===== src/rtl/hdmi_sched_pkg.sv =====
// hdmi_sched_pkg
//   Shared definitions for the HDMI data-island packet scheduler:
//   source index constants, FSM state enum, null-packet constants and
//   the saturating burst-counter helper.
package hdmi_sched_pkg;

  localparam logic [2:0] SRC_NULL  = 3'd0;
  localparam logic [2:0] SRC_ACR   = 3'd1;
  localparam logic [2:0] SRC_AUDIO = 3'd2;
  localparam logic [2:0] SRC_AVI   = 3'd3;
  localparam logic [2:0] SRC_AIF   = 3'd4;
  localparam logic [2:0] SRC_SPD   = 3'd5;

  typedef enum logic {
    IDLE = 1'b0,
    HOLD = 1'b1
  } state_t;

  localparam logic [23:0]       NULL_HEADER = 24'h000000;
  localparam logic [3:0][55:0]  NULL_SUB    = 224'h0;

  // Saturating increment of the audio burst counter.
  function automatic logic [3:0] burst_next(input logic [3:0] cnt,
                                            input logic [3:0] max_cnt);
    if (cnt >= max_cnt) begin
      return max_cnt;
    end else begin
      return cnt + 4'd1;
    end
  endfunction

endpackage


===== src/rtl/hdmi_sched_arbiter.sv =====
// hdmi_sched_arbiter
//   Combinational winner selection for one data-island slot.
//   Priority: ACR > audio > AVI > Audio InfoFrame > SPD > null, except that
//   audio yields to the highest pending InfoFrame once burst_cnt has reached
//   MAX_AUDIO_BURST.
// Ports:
//   acr_pend, audio_pend, avi_pend, aif_pend, spd_pend : pending requests
//   burst_cnt : consecutive audio acceptances (saturating)
//   winner    : selected source index (SRC_NULL when nothing is pending)
module hdmi_sched_arbiter
  import hdmi_sched_pkg::*;
#(
  parameter int MAX_AUDIO_BURST = 4
) (
  input  logic       acr_pend,
  input  logic       audio_pend,
  input  logic       avi_pend,
  input  logic       aif_pend,
  input  logic       spd_pend,
  input  logic [3:0] burst_cnt,
  output logic [2:0] winner
);

  localparam logic [3:0] BURST_MAX = 4'(MAX_AUDIO_BURST);

  logic [2:0] lower_s;
  logic       burst_full_s;

  assign burst_full_s = (burst_cnt == BURST_MAX);

  // Highest-priority InfoFrame source; also the fallback when audio is idle.
  always_comb begin
    lower_s = SRC_NULL;
    if (avi_pend) begin
      lower_s = SRC_AVI;
    end else if (aif_pend) begin
      lower_s = SRC_AIF;
    end else if (spd_pend) begin
      lower_s = SRC_SPD;
    end else begin
      lower_s = SRC_NULL;
    end
  end

  // ACR always wins; audio wins unless its burst allowance is used up while
  // an InfoFrame is waiting.
  always_comb begin
    winner = SRC_NULL;
    if (acr_pend) begin
      winner = SRC_ACR;
    end else if (audio_pend && !(burst_full_s && (lower_s != SRC_NULL))) begin
      winner = SRC_AUDIO;
    end else begin
      winner = lower_s;
    end
  end

endmodule


===== src/rtl/hdmi_packet_scheduler.sv =====
// hdmi_packet_scheduler
//   Arbitrates the HDMI data-island packet slot among ACR, audio sample,
//   AVI InfoFrame, Audio InfoFrame and (optionally) SPD InfoFrame sources.
//   Each slot is chosen in IDLE, registered and held stable in HOLD until the
//   serializer accepts it (pkt_valid && pkt_ready).
// Configuration:
//   HDMI_SCHED_SPD_EN : when defined, source 5 (SPD) participates and its
//                       request is re-armed by frame_start; otherwise source 5
//                       inputs are ignored and never selected.
// Ports:
//   clk_pixel, reset        : pixel clock, async active-high reset
//   frame_start, acr_tick   : request pulses (InfoFrames / ACR)
//   audio_req, audio_ack    : audio level request / acceptance pulse
//   src_header, src_sub     : per-source packet contents (index 1..5)
//   pkt_valid, pkt_ready    : handshake to the packet serializer
//   pkt_src, pkt_header, pkt_sub : offered packet
//   info_missed, acr_overrun: registered error pulses
module hdmi_packet_scheduler
  import hdmi_sched_pkg::*;
#(
  parameter int MAX_AUDIO_BURST = 4
) (
  input  logic                  clk_pixel,
  input  logic                  reset,
  input  logic                  frame_start,
  input  logic                  acr_tick,
  input  logic                  audio_req,
  output logic                  audio_ack,
  input  logic [5:1][23:0]      src_header,
  input  logic [5:1][3:0][55:0] src_sub,
  output logic                  pkt_valid,
  input  logic                  pkt_ready,
  output logic [2:0]            pkt_src,
  output logic [23:0]           pkt_header,
  output logic [3:0][55:0]      pkt_sub,
  output logic                  info_missed,
  output logic                  acr_overrun
);

  state_t           state_r;
  state_t           state_nxt_s;
  logic             offer_s;
  logic             accept_s;

  logic             acr_p_r;
  logic             avi_p_r;
  logic             aif_p_r;
  logic             spd_pend_s;
  logic [3:0]       burst_cnt_r;

  logic [2:0]       winner_s;
  logic [23:0]      win_header_s;
  logic [3:0][55:0] win_sub_s;

  logic             pkt_valid_r;
  logic [2:0]       pkt_src_r;
  logic [23:0]      pkt_header_r;
  logic [3:0][55:0] pkt_sub_r;
  logic             info_missed_r;
  logic             acr_overrun_r;

  localparam logic [3:0] BURST_MAX = 4'(MAX_AUDIO_BURST);

  hdmi_sched_arbiter #(
    .MAX_AUDIO_BURST (MAX_AUDIO_BURST)
  ) u_arbiter (
    .acr_pend   (acr_p_r),
    .audio_pend (audio_req),
    .avi_pend   (avi_p_r),
    .aif_pend   (aif_p_r),
    .spd_pend   (spd_pend_s),
    .burst_cnt  (burst_cnt_r),
    .winner     (winner_s)
  );

  // FSM state register.
  always_ff @(posedge clk_pixel or posedge reset) begin
    if (reset) begin
      state_r <= IDLE;
    end else begin
      state_r <= state_nxt_s;
    end
  end

  // FSM next state: IDLE always offers a packet, HOLD waits for acceptance.
  always_comb begin
    state_nxt_s = state_r;
    offer_s     = 1'b0;
    accept_s    = 1'b0;
    case (state_r)
      IDLE: begin
        offer_s     = 1'b1;
        state_nxt_s = HOLD;
      end
      HOLD: begin
        if (pkt_ready) begin
          accept_s    = 1'b1;
          state_nxt_s = IDLE;
        end else begin
          state_nxt_s = HOLD;
        end
      end
      default: begin
        state_nxt_s = IDLE;
      end
    endcase
  end

  // Winner's packet contents; unselected or disabled sources yield the null packet.
  always_comb begin
    win_header_s = NULL_HEADER;
    win_sub_s    = NULL_SUB;
    case (winner_s)
      SRC_ACR: begin
        win_header_s = src_header[1];
        win_sub_s    = src_sub[1];
      end
      SRC_AUDIO: begin
        win_header_s = src_header[2];
        win_sub_s    = src_sub[2];
      end
      SRC_AVI: begin
        win_header_s = src_header[3];
        win_sub_s    = src_sub[3];
      end
      SRC_AIF: begin
        win_header_s = src_header[4];
        win_sub_s    = src_sub[4];
      end
`ifdef HDMI_SCHED_SPD_EN
      SRC_SPD: begin
        win_header_s = src_header[5];
        win_sub_s    = src_sub[5];
      end
`endif
      default: begin
        win_header_s = NULL_HEADER;
        win_sub_s    = NULL_SUB;
      end
    endcase
  end

  // Output packet registers: loaded in IDLE, frozen through HOLD.
  always_ff @(posedge clk_pixel or posedge reset) begin
    if (reset) begin
      pkt_valid_r  <= 1'b0;
      pkt_src_r    <= SRC_NULL;
      pkt_header_r <= NULL_HEADER;
      pkt_sub_r    <= NULL_SUB;
    end else if (offer_s) begin
      pkt_valid_r  <= 1'b1;
      pkt_src_r    <= winner_s;
      pkt_header_r <= win_header_s;
      pkt_sub_r    <= win_sub_s;
    end else if (accept_s) begin
      pkt_valid_r  <= 1'b0;
    end else begin
      pkt_valid_r  <= pkt_valid_r;
    end
  end

  // Pending flags; a new pulse in the acceptance cycle keeps the flag set.
  always_ff @(posedge clk_pixel or posedge reset) begin
    if (reset) begin
      acr_p_r <= 1'b0;
      avi_p_r <= 1'b1;
      aif_p_r <= 1'b1;
    end else begin
      if (acr_tick) begin
        acr_p_r <= 1'b1;
      end else if (accept_s && (pkt_src_r == SRC_ACR)) begin
        acr_p_r <= 1'b0;
      end else begin
        acr_p_r <= acr_p_r;
      end
      if (frame_start) begin
        avi_p_r <= 1'b1;
        aif_p_r <= 1'b1;
      end else begin
        if (accept_s && (pkt_src_r == SRC_AVI)) begin
          avi_p_r <= 1'b0;
        end else begin
          avi_p_r <= avi_p_r;
        end
        if (accept_s && (pkt_src_r == SRC_AIF)) begin
          aif_p_r <= 1'b0;
        end else begin
          aif_p_r <= aif_p_r;
        end
      end
    end
  end

`ifdef HDMI_SCHED_SPD_EN
  logic spd_p_r;

  // SPD pending flag, re-armed every frame like the other InfoFrames.
  always_ff @(posedge clk_pixel or posedge reset) begin
    if (reset) begin
      spd_p_r <= 1'b1;
    end else if (frame_start) begin
      spd_p_r <= 1'b1;
    end else if (accept_s && (pkt_src_r == SRC_SPD)) begin
      spd_p_r <= 1'b0;
    end else begin
      spd_p_r <= spd_p_r;
    end
  end

  assign spd_pend_s = spd_p_r;
`else
  logic spd_unused_s;

  assign spd_pend_s   = 1'b0;
  // Source 5 inputs have no consumer in this build.
  assign spd_unused_s = ^{src_header[5], src_sub[5]};
`endif

  // Audio burst counter: counts audio acceptances, ACR is transparent,
  // any other accepted source (including null) restarts the burst.
  always_ff @(posedge clk_pixel or posedge reset) begin
    if (reset) begin
      burst_cnt_r <= 4'd0;
    end else if (accept_s) begin
      if (pkt_src_r == SRC_AUDIO) begin
        burst_cnt_r <= burst_next(burst_cnt_r, BURST_MAX);
      end else if (pkt_src_r == SRC_ACR) begin
        burst_cnt_r <= burst_cnt_r;
      end else begin
        burst_cnt_r <= 4'd0;
      end
    end else begin
      burst_cnt_r <= burst_cnt_r;
    end
  end

  // Error pulses, judged against the flags as they stood when the pulse arrived.
  always_ff @(posedge clk_pixel or posedge reset) begin
    if (reset) begin
      info_missed_r <= 1'b0;
      acr_overrun_r <= 1'b0;
    end else begin
      info_missed_r <= frame_start && (avi_p_r || aif_p_r);
      acr_overrun_r <= acr_tick && acr_p_r;
    end
  end

  assign audio_ack   = accept_s && (pkt_src_r == SRC_AUDIO);
  assign pkt_valid   = pkt_valid_r;
  assign pkt_src     = pkt_src_r;
  assign pkt_header  = pkt_header_r;
  assign pkt_sub     = pkt_sub_r;
  assign info_missed = info_missed_r;
  assign acr_overrun = acr_overrun_r;

endmodule


===== config.mk =====
export PLATFORM = sky130hd
export DESIGN_NAME = hdmi_packet_scheduler
export DESIGN_NICKNAME = d
export VERILOG_FILES = /design/src/rtl/hdmi_sched_pkg.sv /design/src/rtl/hdmi_sched_arbiter.sv /design/src/rtl/hdmi_packet_scheduler.sv
export SDC_FILE = /design/constraint.sdc
export NUM_CORES = 1
export LEC_CHECK = 0
export CORE_AREA = 2 2 577 579
export DETAILED_ROUTE_END_ITERATION = 7
export DIE_AREA = 0 0 579 581
export GPL_TIMING_DRIVEN = 1
export PLACE_DENSITY = 0.3
export SLEW_MARGIN = 20
export SYNTH_ARGS = -nofsm -noshare
export SYNTH_HDL_FRONTEND = slang
export SYNTH_SLANG_ARGS = --single-unit

===== constraint.sdc =====
create_clock -name clk_pixel -period 28 [get_ports clk_pixel]
set_input_delay 8.4 -clock clk_pixel [delete_from_list [all_inputs] [get_ports clk_pixel]]
set_output_delay 8.4 -clock clk_pixel [all_outputs]
set_load 0.02 [all_outputs]

* Word-level counts from Yosys, hierarchy flattened
Cells that the tools add are included.
Cells by class: add/subtract/negate cells 1, magnitude comparators 1, equality and inequality tests 11, multiplexer cells 21, bitwise gates (word level) 1, reduce and logical (&&, ||, !) cells 15
Operators by type and width (number):
- case mux 224 bit (4 select lines) | 1
- case mux 24 bit (4 select lines) | 1
- equality test 3 x 2 -> 1 bit (second input constant) | 4
- two-way mux 3 bit | 4
- two-way mux 4 bit | 3
- two-way mux 1 bit | 11
- logical AND 1 bit | 8
- equality test 3 x 1 -> 1 bit (second input constant) | 2
- equality test 3 bit (second input constant) | 2
- nonzero test 2 bit | 3
- adder 4 x 1 -> 4 bit (second input constant) | 1
- equality test 4 x 3 -> 1 bit (second input constant) | 1
- greater-or-equal comparator 4 x 3 -> 1 bit (second input constant) | 1
- inequality test 2 x 1 -> 1 bit (second input constant) | 2
- nonzero test 3 bit | 1
- case mux 1 bit (2 select lines) | 1
- AND reduction 2 bit | 1
- logical NOT 1 bit | 1
- logical OR 1 bit | 1
- inverter 1 bit | 1
Word-level totals: register bits after elaboration 262, bits of input ports 1246, output and inout bits 255, logic and storage cells 64

* Logic depth before layout (Yosys ltp)
word-level depth 10, mapped depth 8, depth with buffers taken out 5

* Cells and area by module
Synthesis repeated with hierarchy kept, for this count alone.
Unflattened totals: cells, all modules 1499, area total of the unflattened synthesis 14571.5 µm²
By module, submodules not included:
- hdmi_packet_scheduler | times used 1, cells an instance 1489, area an instance 14483.9 µm², seq. area each 6558.8 µm²
- hdmi_sched_arbiter | times used 1, cells an instance 10, area an instance 87.6 µm², seq. area each 0.0 µm²

* Worst setup path before layout
Ideal clock, no wire load.
path type input-to-output, start point input pkt_ready, end point output audio_ack, arrival 8.887 ns, required time 19.600 ns, setup slack 10.713 ns, stages on the path 2, buffers on the path 0, cells stage by stage nand2_1 > nor2b_1
On the way: longest elaborated chain between the ends 3
RTL lines:
- start: declaration | line hdmi_packet_scheduler.sv:32 | input logic pkt_ready,
- two-way mux 1 bit | line hdmi_packet_scheduler.sv:96 | if (pkt_ready) begin
- two-way mux 1 bit | line hdmi_packet_scheduler.sv:90 | case (state_r)
- logical AND 1 bit | line hdmi_packet_scheduler.sv:248 | assign audio_ack = accept_s && (pkt_src_r == SRC_AUDIO);
- end: declaration | line hdmi_packet_scheduler.sv:28 | output logic audio_ack,
No other way between the ends.

* Final worst setup path
Same ends and word-level chain as after synthesis.

==> results.toml <==
[logic_synthesis]
yosysWarnings = 0
syn_inst = 2862
syn_nets = 4110
ys_top_cells_by_area = "dfrtp_1 28%, o211ai_1 12%, a41oi_1 9.3%, o2111ai_1 9.3%, o31a_1 9.3%"
synth_seq_area_share_pct = 28.1
synth.largest_area_cell = "dfrtp_1"
syn-cell-area_sq_mm = 0.0233
ys_types = 40
ys_seq_elements = 262
avgSynthCellArea_sq_um = 8.15
synth.top_cell.area_share_pct = 27.9

[power]
power_frac_clock_pct = 33.0
p_total_uw = 2030
ir_worst_vdd_uv = 46.3
p_switching_uw = 803
seqPwrFrac_pct = 25.8
leakage_uw = 0.0131
intPower_uw = 1220
sw_frac_of_total_pct = 39.6
pwr_density_cell_mw_per_mm2 = 48.4
comb_power_share_pct = 41.2

[routing]
vias = 30900
viasPerCell = 3.76
wirelength_microns = 254000
initialDrtViolationCount = 2299
drtPass1Iterations = 6
drt-wirelength-per-cell_microns = 30.8
drc = 0
ant_nets = 0

[sta]
skew_ns = 0.0450
hold_viol = 0
finalSetupViolCount = 0
min_period_ns = 18.47
rsz0062_at_grt = "false"
tightest_slew_ns = 1.09
slew-limit-headroom_pct = 27.4
slew_violations = 0
fmax_ghz = 0.0541
period_share_pct = 66.0
fin_setup_tns_ns = 0

[finish]
design_area_sq_mm = 0.0419
final_cell_mix = "1,251 x clkdlybuf4s50_1, 371 x o211ai_1, 258 x dfrtp_1, 252 x nor2b_1, 251 x nand2_1"
final_nets = 5047
fin_cells = 8232
drive_gt1_share_pct = 4.25
final_common_cell = "clkdlybuf4s50_1"
utilization_pct = 12.7
area_growth_syn_to_layout_pct = 79.6

[flow_run]
cap_violations = 0

[clock_network]
holdBufCountCts = 0
h-tree-depth = 2
clk_pin_slew_ns = 0.06
cts_sinks = 262
cts_setup_buffers = 0
cts-root-buf = "clkbuf_16"
clockBufferDepth = 3
tritoncts = "done"
cts_resized = 0
clock_insertion_delay_worst_skew_ns = 0.71
cts_made_buffers = 49

[global_route]
antenna_found_initial = 185
grt_pass1_vias = 31700
grt_max_degree = 152
overflow = 0
grt_pass1_wl_microns = 328000
grtUsageTotal_pct = 14.4

[worst_setup_path]
rr_startpoint = "state_r"
worstSetupStartpointType = "input pin"
reg2reg_to = "pkt_sub[42]"
slowest_stage = "clkdlybuf4s50_1"
path_max_fanout = 8
rr_worst_depth = 7
critPathKind = "in2out"
r2r_slack_ns = 23.56
critPathMaxStageDelay_ns = 0.70
crit_path_end_kind = "output pin"
required_ns = 19.60
cp.arrival_ns = 10.07
crit_path_frequent_cell = "clkdlybuf4s50_1"
cp_cell_sequence = "clkdlybuf4s50_1 -> nand2_1 -> nor2b_1 -> clkdlybuf4s50_1"

[die]
rows = 211
fp.dieW_microns = 579
die_area_sq_mm = 0.336
ios = 1501
start_util_pct = 7.07
die_h_microns = 581
fp.coreArea_sq_mm = 0.330

[place]
place_hpwl_microns = 193000
place_area_sq_mm = 0.0402
portBuffers = 1252
dp.cells = 8114
place.gp.congestion = 0.816

[hold_path]
min_to = "pkt_valid"
worstHoldPathCells = 2
hold_start = "pkt_valid"
hold_path.class = "reg2reg"

[run_status]
status = "completed"
metal layers:
metal | vias up | track usage (%) | wire length [microns]
met3 | 330 | 5.31 | 25100
met4 | 110 | 4.40 | 7340
met1 | 15600 | 17.6 | 105000
li1 | 13400 | - | -
met2 | 1523 | 23.4 | 116000
met5 | - | 0 | 720
layout make-up:
class	instances	area, sq um
Inverter	131	514
Sequential cell	262	6570
Timing Repair Buffer	1328	13200
Multi-Input combinational cell	2027	14400
Clock buffer	73	1480
Clock inverter	10	131
Fill cell	37700	288000
Antenna cell	35	87.6
Tap cell	4366	5460
flip-flops by register name (all words and copies together), names as in the netlist:
| name | flops |
|---|---|
| burst_cnt_r | 4 |
| state_r | 1 |
| pkt_valid | 1 |
| pkt_header | 24 |
| pkt_src | 3 |
| info_missed | 1 |
| avi_p_r | 1 |
| pkt_sub | 224 |
| acr_overrun | 1 |
| acr_p_r | 1 |
| aif_p_r | 1 |
through the flow:
| stage | hold slack (ns) | worst slack [ns] |
|---|---|---|
| 6_report | 0.553 | 9.53 |
| 5_1_grt | 0.559 | 9.48 |
| 4_1_cts | 0.549 | 9.49 |
| 3_5_place_dp | 0.538 | 9.51 |
| 3_3_place_gp | 0.527 | 9.50 |
| 2_1_floorplan | 0.519 | 10.71 |
how the worst max path moves through the flow:
stage          cells after the start   endpoint      start  slack (ns)
2_1_floorplan                      2  audio_ack  pkt_ready       10.71
3_3_place_gp                       4  audio_ack  pkt_ready        9.50
3_5_place_dp                       4  audio_ack  pkt_ready        9.51
4_1_cts                            4  audio_ack  pkt_ready        9.49
5_1_grt                            4  audio_ack  pkt_ready        9.48
6_report                           4  audio_ack  pkt_ready        9.53
power groups by stage:
stage / Clock, uW / Sequential [uW] / Combinational [uW]
after detailed placement: 0 / 530 / 851
final: 668 / 523 / 835
after floorplan: 0 / 593 / 286
after CTS: 704 / 524 / 855
after global routing: 706 / 534 / 891
after global placement: 0 / 527 / 853
synthesized netlist by cell type, drive strengths merged:
cell type and count:
o211ai 371, clkbuf 286, dfrtp 260, nor2b 252, nand2 251, a21oi 250, a41oi 248, o2111ai 248
o31a 248, buf 156, inv 131, a211o 125, nor2 7, o21ai 3, dfstp 2, ha 2
nand2b 2, nand3b 2, nor3 2, nor3b 2, a21o 1, and2 1, and3b 1, mux2i 1
nand3 1, nand4b 1, nor4 1, nor4b 1, o21bai 1, o2bb2ai 1, o31ai 1, o32a 1
o41ai 1, or4b 1
cells by family after synthesis:
logic type,after synthesis,share of synthesized area (%)
muxes,1,0.0429
AOI/OAI and AO/OA,1499,50.2
buffers and inverters,573,10.0
DFF,262,28.1
adders and majority gates,2,0.107
and+or+nand+nor,525,11.5
worst max-delay path, delay by kind of cell:
kind | cells | cell delay, ns
buf+inv | 2 | 1.23
simple gates | 2 | 0.43
Power figures use the tool's default switching activity.
